$ cat config.mk
export PLATFORM = sky130hd
export DESIGN_NAME = spectrum_power_acc
export DESIGN_NICKNAME = d
export VERILOG_FILES = /design/src/rtl/spec_pkg.sv /design/src/rtl/sdp_ram.sv /design/src/rtl/spectrum_power_acc.sv
export SDC_FILE = /design/constraint.sdc
export NUM_CORES = 2
export LEC_CHECK = 0
export BUFFER_PORTS_ARGS = -buffer_cell sky130_fd_sc_hd__buf_2
export CAP_MARGIN = 0
export CORE_MARGIN = 2
export CORE_UTILIZATION = 35
export DETAILED_ROUTE_END_ITERATION = 12
export GPL_TIMING_DRIVEN = 0
export MAX_ROUTING_LAYER = met4
export PLACE_DENSITY = 0.47
export SLEW_MARGIN = 20
export SYNTH_ARGS = -nofsm -noshare
export SYNTH_HDL_FRONTEND = slang
export SYNTH_SLANG_ARGS = --single-unit
export TNS_END_PERCENT = 100
$ cat constraint.sdc
create_clock -name clk -period 12.4 [get_ports clk]
set_input_delay 1.24 -clock clk [delete_from_list [all_inputs] [get_ports clk]]
set_output_delay 1.24 -clock clk [all_outputs]
set_load 0.01 [all_outputs]
$ cat src/rtl/spec_pkg.sv
// Shared constants and data types for the spectrum power accumulator.
// The default sizes match the FFT stream this block normally sits behind.
package spec_pkg;

  localparam int DEF_WIDTH   = 16;
  localparam int DEF_NFFT    = 32;
  localparam int DEF_ACC_LEN = 4;
  localparam int DEF_ACC_W   = 40;
  localparam int BIN_W       = $clog2(DEF_NFFT);

  typedef struct packed {
    logic signed [DEF_WIDTH-1:0] im;
    logic signed [DEF_WIDTH-1:0] re;
  } cx_t;

  typedef logic [2*DEF_WIDTH:0] power_t;
  typedef logic [DEF_ACC_W-1:0] acc_t;

endpackage

$ cat src/rtl/sdp_ram.sv
// Simple dual-port RAM: one write port and one registered read port with a read enable.
// The read data holds its value while the read enable is low.
module sdp_ram #(
  parameter int DEPTH  = 32,
  parameter int DATA_W = 40,
  parameter int ADDR_W = 5
) (
  input  logic              clk,
  input  logic              wr_en,
  input  logic [ADDR_W-1:0] wr_addr,
  input  logic [DATA_W-1:0] wr_data,
  input  logic              rd_en,
  input  logic [ADDR_W-1:0] rd_addr,
  output logic [DATA_W-1:0] rd_data
);

  logic [DATA_W-1:0] mem [DEPTH];

  always_ff @(posedge clk) begin
    if (wr_en) mem[wr_addr] <= wr_data;
  end

  always_ff @(posedge clk) begin
    if (rd_en) rd_data <= mem[rd_addr];
  end

endmodule

$ cat src/rtl/spectrum_power_acc.sv
// Per-bin |X|^2 integrator over ACC_LEN consecutive FFT spectra.
// Five-stage pipeline frozen as a whole by back-pressure from the output.
module spectrum_power_acc
  import spec_pkg::*;
#(
  parameter int WIDTH   = DEF_WIDTH,
  parameter int NFFT    = DEF_NFFT,
  parameter int ACC_LEN = DEF_ACC_LEN,
  parameter int ACC_W   = DEF_ACC_W
) (
  input  logic               clk,
  input  logic               rstn,
  input  logic [2*WIDTH-1:0] s_axis_tdata,
  input  logic               s_axis_tvalid,
  input  logic               s_axis_tlast,
  output logic               s_axis_tready,
  output logic [ACC_W-1:0]   m_axis_tdata,
  output logic               m_axis_tvalid,
  output logic               m_axis_tlast,
  input  logic               m_axis_tready,
  output logic               tlast_unexpected,
  output logic               tlast_missing,
  output logic               overflow
);

  localparam int ADDR_W = $clog2(NFFT);
  localparam int FRM_W  = (ACC_LEN > 1) ? $clog2(ACC_LEN) : 1;
  localparam int PW     = 2*WIDTH + 1;

  logic              ce;
  logic              accept;
  logic [ADDR_W-1:0] bin_cnt;
  logic [FRM_W-1:0]  frm_cnt;
  logic              bin_last;
  logic              frm_last;

  assign ce            = !m_axis_tvalid || m_axis_tready;
  assign s_axis_tready = ce;
  assign accept        = s_axis_tvalid && ce;
  assign bin_last      = (bin_cnt == ADDR_W'(NFFT-1));
  assign frm_last      = (frm_cnt == FRM_W'(ACC_LEN-1));

  // Counters are free-running on accepted beats; tlast never realigns them.
  always_ff @(posedge clk) begin
    if (!rstn) begin
      bin_cnt <= '0;
      frm_cnt <= '0;
    end else if (accept) begin
      bin_cnt <= bin_cnt + 1'b1;
      if (bin_last) frm_cnt <= frm_last ? '0 : frm_cnt + 1'b1;
    end
  end

  always_ff @(posedge clk) begin
    if (!rstn) begin
      tlast_unexpected <= 1'b0;
      tlast_missing    <= 1'b0;
    end else begin
      tlast_unexpected <= accept && s_axis_tlast && !bin_last;
      tlast_missing    <= accept && !s_axis_tlast && bin_last;
    end
  end

  logic                     s0_valid, s1_valid, s2_valid, s3_valid;
  logic signed [WIDTH-1:0]  s0_re, s0_im;
  logic [ADDR_W-1:0]        s0_bin, s1_bin, s2_bin;
  logic                     s0_first, s1_first, s2_first;
  logic                     s0_out, s1_out, s2_out, s3_out;
  logic                     s3_last_bin;
  logic [2*WIDTH-1:0]       s1_rr, s1_ii;
  logic [PW-1:0]            s2_p;
  logic [ACC_W-1:0]         s3_sum;
  logic signed [2*WIDTH-1:0] rr_full, ii_full;
  logic [ACC_W-1:0]         ram_q;
  logic [ACC_W-1:0]         base;
  logic [ACC_W:0]           sum_ext;
  logic                     sat;
  logic [ACC_W-1:0]         sum;

  always_ff @(posedge clk) begin
    if (!rstn) begin
      s0_valid <= 1'b0;
      s1_valid <= 1'b0;
      s2_valid <= 1'b0;
      s3_valid <= 1'b0;
    end else if (ce) begin
      s0_valid <= accept;
      s1_valid <= s0_valid;
      s2_valid <= s1_valid;
      s3_valid <= s2_valid;
    end
  end

  assign rr_full = s0_re * s0_re;
  assign ii_full = s0_im * s0_im;

  always_ff @(posedge clk) begin
    if (ce) begin
      s0_re    <= $signed(s_axis_tdata[WIDTH-1:0]);
      s0_im    <= $signed(s_axis_tdata[2*WIDTH-1:WIDTH]);
      s0_bin   <= bin_cnt;
      s0_first <= (frm_cnt == '0);
      s0_out   <= frm_last;
      s1_rr    <= $unsigned(rr_full);
      s1_ii    <= $unsigned(ii_full);
      s1_bin   <= s0_bin;
      s1_first <= s0_first;
      s1_out   <= s0_out;
      s2_p     <= {1'b0, s1_rr} + {1'b0, s1_ii};
      s2_bin   <= s1_bin;
      s2_first <= s1_first;
      s2_out   <= s1_out;
      s3_sum   <= sum;
      s3_last_bin <= (s2_bin == ADDR_W'(NFFT-1));
      s3_out   <= s2_out;
    end
  end

  // The first frame of an integration ignores stale RAM contents, so no clear pass is needed.
  assign base    = s2_first ? '0 : ram_q;
  assign sum_ext = {1'b0, base} + (ACC_W+1)'(s2_p);
  assign sat     = sum_ext[ACC_W];
  assign sum     = sat ? '1 : sum_ext[ACC_W-1:0];

  sdp_ram #(
    .DEPTH (NFFT),
    .DATA_W(ACC_W),
    .ADDR_W(ADDR_W)
  ) u_ram (
    .clk    (clk),
    .wr_en  (ce && s2_valid),
    .wr_addr(s2_bin),
    .wr_data(sum),
    .rd_en  (ce && s1_valid),
    .rd_addr(s1_bin),
    .rd_data(ram_q)
  );

  always_ff @(posedge clk) begin
    if (!rstn) begin
      overflow <= 1'b0;
    end else if (ce && s2_valid && sat) begin
      overflow <= 1'b1;
    end
  end

  // Only the final frame of each integration reaches the output stream.
  always_ff @(posedge clk) begin
    if (!rstn) begin
      m_axis_tvalid <= 1'b0;
      m_axis_tdata  <= '0;
      m_axis_tlast  <= 1'b0;
    end else if (ce) begin
      m_axis_tvalid <= s3_valid && s3_out;
      m_axis_tdata  <= s3_sum;
      m_axis_tlast  <= s3_valid && s3_out && s3_last_bin;
    end
  end

endmodule
# --- Word-level counts from Yosys, hierarchy flattened ---
# Memory sizes are Yosys's and may differ from the RTL's. A register that Yosys moved wholly into a read port is not among the register bits.
# Cells that the tools add are included.
totals:
  ff_bits: 248
  ramBits: 1280
  memories: 1
memory_table:
  columns: ["name", "words", "word_bits", "read_ports", "rd_ports_with_merged_regs", "write_ports", "line_no", "text"]
  rows:
  - ["u_ram.mem", 32, 40, 1, 1, 1, "sdp_ram.sv:17", "logic [DATA_W-1:0] mem [DEPTH];"]
op_classes:
  add_sub_neg: 4
  mul: 2
  eq_ne: 3
  mux: 5
  reduce_logical: 16
op_table:
  columns: ["op", "n"]
  rows:
  - ["$mux 40", 2]
  - ["$mul 16x16->32", 2]
  - ["$add 40x33->41", 1]
  - ["$add 32x32->33", 1]
  - ["$eq 5x5->1 const B", 2]
  - ["$logic_and 1x1->1", 10]
  - ["$add 5x1->5 const B", 1]
  - ["$logic_not 1->1", 3]
  - ["$add 2x1->2 const B", 1]
  - ["$eq 2x2->1 const B", 1]
  - ["$logic_not 2->1", 1]
  - ["$mux 1", 2]
  - ["$mux 2", 1]
  - ["$reduce_and 2->1", 1]
  - ["$logic_or 1x1->1", 1]

# --- Longest topological paths before layout ---
logic_depth:
  word_depth: 5
  ltp_mapped: 24
  depth_no_buf: 23

# --- By module ---
# Synthesis repeated with hierarchy kept, for this count alone.
hier_totals:
  hier_cells: 5750
  hier_area_um2: 80225.7
modules_own_cells:
  columns: ["module", "cells_per_inst", "area_each_um2", "instances"]
  rows:
  - ["sdp_ram", 2813, 50965.1, 1]
  - ["spectrum_power_acc", 2937, 29260.6, 1]

# --- Least setup slack after synthesis ---
# No wires, ideal clock.
synth_path:
  path_type: "input port to output port"
  start: "in m_axis_tready"
  end: "out s_axis_tready"
  path_stages: 4
  arrival_ns: 6.976
  setup_slack_ns: 4.184
  cell_sequence: "nor2b_1 > clkbuf_1 > inv_1 > clkbuf_1"
synth_between:
  elab_chain_len: 1
synth_lines:
  columns: ["item", "line_no", "text"]
  rows:
  - ["start: declaration", "spectrum_power_acc.sv:20", "input logic m_axis_tready,"]
  - ["$logic_or 1x1->1", "spectrum_power_acc.sv:37", "assign ce = !m_axis_tvalid || m_axis_tready;"]
  - ["end: declaration", "spectrum_power_acc.sv:16", "output logic s_axis_tready,"]
# No other way between the ends.

# --- Final worst setup path ---
layout_path:
  start: "reg s0_im[5]"
  end: "reg s1_ii[30], data pin"
layout_between:
  elab_chain_len: 1
layout_lines:
  columns: ["item", "line_no", "text"]
  rows:
  - ["start: declaration", "spectrum_power_acc.sv:65", "logic signed [WIDTH-1:0] s0_re, s0_im;"]
  - ["start signal: assignment", "spectrum_power_acc.sv:100", "s0_im <= $signed(s_axis_tdata[2*WIDTH-1:WIDTH]);"]
  - ["$mul 16x16->32", "spectrum_power_acc.sv:95", "assign ii_full = s0_im * s0_im;"]
  - ["named net ii_full[30]", "spectrum_power_acc.sv:73", "logic signed [2*WIDTH-1:0] rr_full, ii_full;"]
  - ["end signal: assignment", "spectrum_power_acc.sv:105", "s1_ii <= $unsigned(ii_full);"]
  - ["end: declaration", "spectrum_power_acc.sv:70", "logic [2*WIDTH-1:0] s1_rr, s1_ii;"]
# The timed path passes the listed nets, and every way through them passes these cells.
# A chain may end at the register's enable or synchronous reset.

==> run summary <==
======================================================================================
Outcome                                                                   finished clean
Crit path largest cell delay                                                   0.95 ns
Switching part of the total                                                     0.3856
Register cell area after layout                                           0.04646 mm^2
Leakage power                                                                 33.27 nW
Total track usage                                                               0.1948
Cell type of the slowest stage on the worst timing path                      a2111oi_0
Cell area after synthesis                                                 0.07905 mm^2
Number of buffers on the longest clock path                                          3
Clock root buffer                                                            clkbuf_16
Hold depth                                                                           0
Vias per std cell                                                                5.029
I/O pins                                                                            83
Ys async rst share                                                                   0
Total power per unit cell area                                            259.4 mW/mm^2
Number of gates resized after cts                                                    0
Most used cells in the layout excluding fill and tap cells                1510 x edfxtp_1, 657 x inv_1, 468 x fa_1, 400 x mux4_2, 310 x nand2_1
Clock period minus final worst setup slack                                    7.823 ns
Vert. Die Dim                                                                 479.3 um
Required time at the worst-slack endpoint                                     12.94 ns
Cell area after layout                                                    0.09152 mm^2
Synth Area per Inst                                                         16.31 um^2
Weighted congestion reported at the end of routability-driven placement         0.8471
Hold-fix buffer count after cts                                                      0
Most common cell after layout, fill and taps aside                            edfxtp_1
Layout cells sized above 1                                                      0.1922
Setup bufs post-CTS                                                                  0
Depth of the CTS H-tree                                                              4
Final Net Count                                                                   5956
Leading register cell type out of synthesis                                   edfxtp_1
Finished Layout Cells                                                             8353
Startpoint types                                                             flip-flop
Number of synthesized flops with an enable pin                                    1510
Antenna Violating Nets Remaining                                                     0
Cell type contributing the most total cell area after synthesis               edfxtp_1
Reg power frac                                                                   0.310
Port bufs                                                                           81
Unique cell type count in the Yosys netlist                                         77
Data arrival, critical path                                                    8.36 ns
TritonCTS Sinks                                                                   1566
Die Width                                                                     479.3 um
Maximum frequency from static timing analysis                               0.1278 GHz
Worst Hold Class                                                            reg -> reg
Clock network fraction of total power                                            0.213
Global-route wire length before repair                                       312300 um
Post-synthesis cell count                                                         4847
Placement Rows                                                                     174
Depth of the most critical reg-to-reg path                                          21
Initial Util                                                                    0.3519
Tightest Pin Transition                                                       1.149 ns
Filler instances                                                                 20566
Initial DRC count                                                                 3389
Pin count of the biggest net entering global routing                                49
Cell type with the highest occurrence count on the critical path                  fa_1
Internal                                                                      14.59 mW
Number of buffers added by the clock tree synthesis step                           174
Final count of negative-setup-slack endpoints                                        0
CTS clk-pin slew, worst paths                                                  0.06 ns
Overall overflow remaining after global route                                        0
HPWL after detailed placement                                                155000 um
Fraction of post-synthesis cell area in the top cell type by area               0.5736
Number of pins exceeding their max-slew limit in the final report                    0
Worst supply voltage drop on vdd                                             0.5863 mV
Part of the power in combinational logic                                         0.477
Initial antenna violation count                                                     11
Clock skew after layout                                                     0.09220 ns
Number of flip-flops and latches in the synthesized netlist                       1566
Max Cap Viol                                                                         0
Sequential area share after synthesis                                           0.5878
Worst slew margin                                                               0.2323
Layout area overhead                                                            15.78%
Crit Path Class                                                             reg -> reg
Die Footprint                                                              0.2297 mm^2
Net switching component of the power                                          9.155 mW
Crit end category                                                            flip-flop
Post-route DRC                                                                       0
TritonRoute pass-1 iters                                                             5
Multi-input gate area in the final layout                                 0.02988 mm^2
Routed WL                                                                    215800 um
Crit Path Max Fanout                                                                10
Hold Violations, Final                                                               0
Cells along the critical path                                             clkbuf_1 > clkbuf_1 > nand2_1 > fa_1 > fa_1 > fa_1 > inv_1 > fa_1 > fa_1 > inv_1 > fa_1 > inv_1 > ha_1 > a21oi_1 > o21ai_0 > a2111oi_0 > a2111o_1 > a21bo_2 > o41ai_2 > nand4b_1 > nand4_1
Clock insertion delay at the later pin of the skew report                      0.86 ns
Wire length per cell                                                          25.84 um
CTS tree                                                                         built
Number of global-route vias before repair                                        44314
Placed standard-cell area                                                 0.08582 mm^2
Placed Cells                                                                      8021
Area of the placeable core                                                 0.2247 mm^2
Setup repair after global routing missed its margin                                 no
Crit share post-route                                                           0.6309
Worst-case setup margin in the final layout                                   4.577 ns
Warning count from the yosys run                                                     0
Cell types with the largest area share after synthesis                    edfxtp_1 57%, fa_1 12%, mux4_2 11%, ha_1 3.9%, inv_1 3.1%
Worst slack, placed                                                           4.421 ns
Vias post-DR                                                                     42005
======================================================================================
==> metal layers <==
metal / global-route usage / vias to the layer above / share of wire
met5: - / - / 0
met4: 0.04927 / 0 / 0.026
met3: 0.03075 / 274 / 0.050
met2: 0.3253 / 1035 / 0.50
met1: 0.2484 / 22295 / 0.42
li1: - / 18401 / -
==> area by class of cell <==
type | count | share of cell area
clock buffer | 206 | 0.04911
antenna | 7 | 0.0001914
timing repair buffer | 181 | 0.02794
tap | 2992 | 0.04090
inverter | 657 | 0.02695
sequential | 1566 | 0.5077
buffer | 173 | 0.008052
multi-input combinational | 2452 | 0.3264
clock inverter | 119 | 0.01275
==> flip-flops by register name, indices dropped and copies added (netlist names), 2 cells and up <==
register and count:
s3_sum 40, s2_bin 5, s0_bin 5, s1_ii 31, s2_p 33, u_ram.rd_data 40
u_ram.mem 1280, m_axis_tdata 40, bin_cnt 5, s1_bin 5, s0_im 16, s0_re 16
frm_cnt 2, s1_rr 31
==> through the flow <==
stage                     TNS, ns  utilization  power [mW]  hold slack, ns
after detailed placement        0       0.3820       18.99          0.4052
final                           0       0.4074       23.74          0.4199
after global placement     -1.178       0.3703       18.84          0.4026
after CTS                       0       0.4072       24.13          0.4193
after global routing            0       0.4073       25.64          0.4269
after floorplan                 0            -       15.63          0.4003
==> synthesized netlist by cell type, drive strengths merged, types with 18 or more instances <==
cell type,number
nand3,32
o21ai,75
edfxtp,1510
nand2,329
xnor2,107
mux4,400
a21o,41
and3,22
nor2,144
xor2,32
a21boi,50
clkbuf,134
dfxtp,56
inv,657
fa,468
buf,39
o21a,18
and2,89
mux2,41
nor2b,50
a21oi,104
a211oi,18
ha,246
nand2b,24
==> final timing paths <==
| check | startpoint | to | slack [ns] |
|---|---|---|---|
| min reg2reg | s0_bin[2] | s1_bin[2] | 0.42 |
| max reg2reg | s0_im[5] | s1_ii[30] | 4.58 |
| min | s0_bin[2] | s1_bin[2] | 0.42 |
| max | s0_im[5] | s1_ii[30] | 4.58 |
==> power groups by stage <==
| stage | Clock [mW] | Combinational [mW] | Sequential, mW |
|---|---|---|---|
| after global placement | 0 | 11.3 | 7.50 |
| after CTS | 5.19 | 11.6 | 7.35 |
| after floorplan | 0 | 8.30 | 7.33 |
| after detailed placement | 0 | 11.5 | 7.46 |
| after global routing | 5.40 | 12.9 | 7.37 |
| final | 5.07 | 11.3 | 7.35 |
==> critical path, delay by kind of cell (launching register included) <==
| family | cells | cell delay [ns] |
|---|---|---|
| adder cells (fa/ha/maj) | 7 | 3.42 |
| AO/OA/AOI/OAI | 6 | 2.14 |
| flip-flops | 1 | 0.31 |
| AND/OR/NAND/NOR | 3 | 0.42 |
| buffers and inverters | 5 | 1.29 |
==> kinds of logic after synthesis <==
logic type      after synthesis  synth area share
flops                      1566            0.5878
buf+inv                     830           0.04014
simple gates                745           0.04364
fa+ha+maj                   714            0.1574
mux                         444            0.1202
compound gates              408           0.03539
xor+xnor                    139           0.01540
other cells                   1        0.00004744
(Power assumes the default switching activity.)
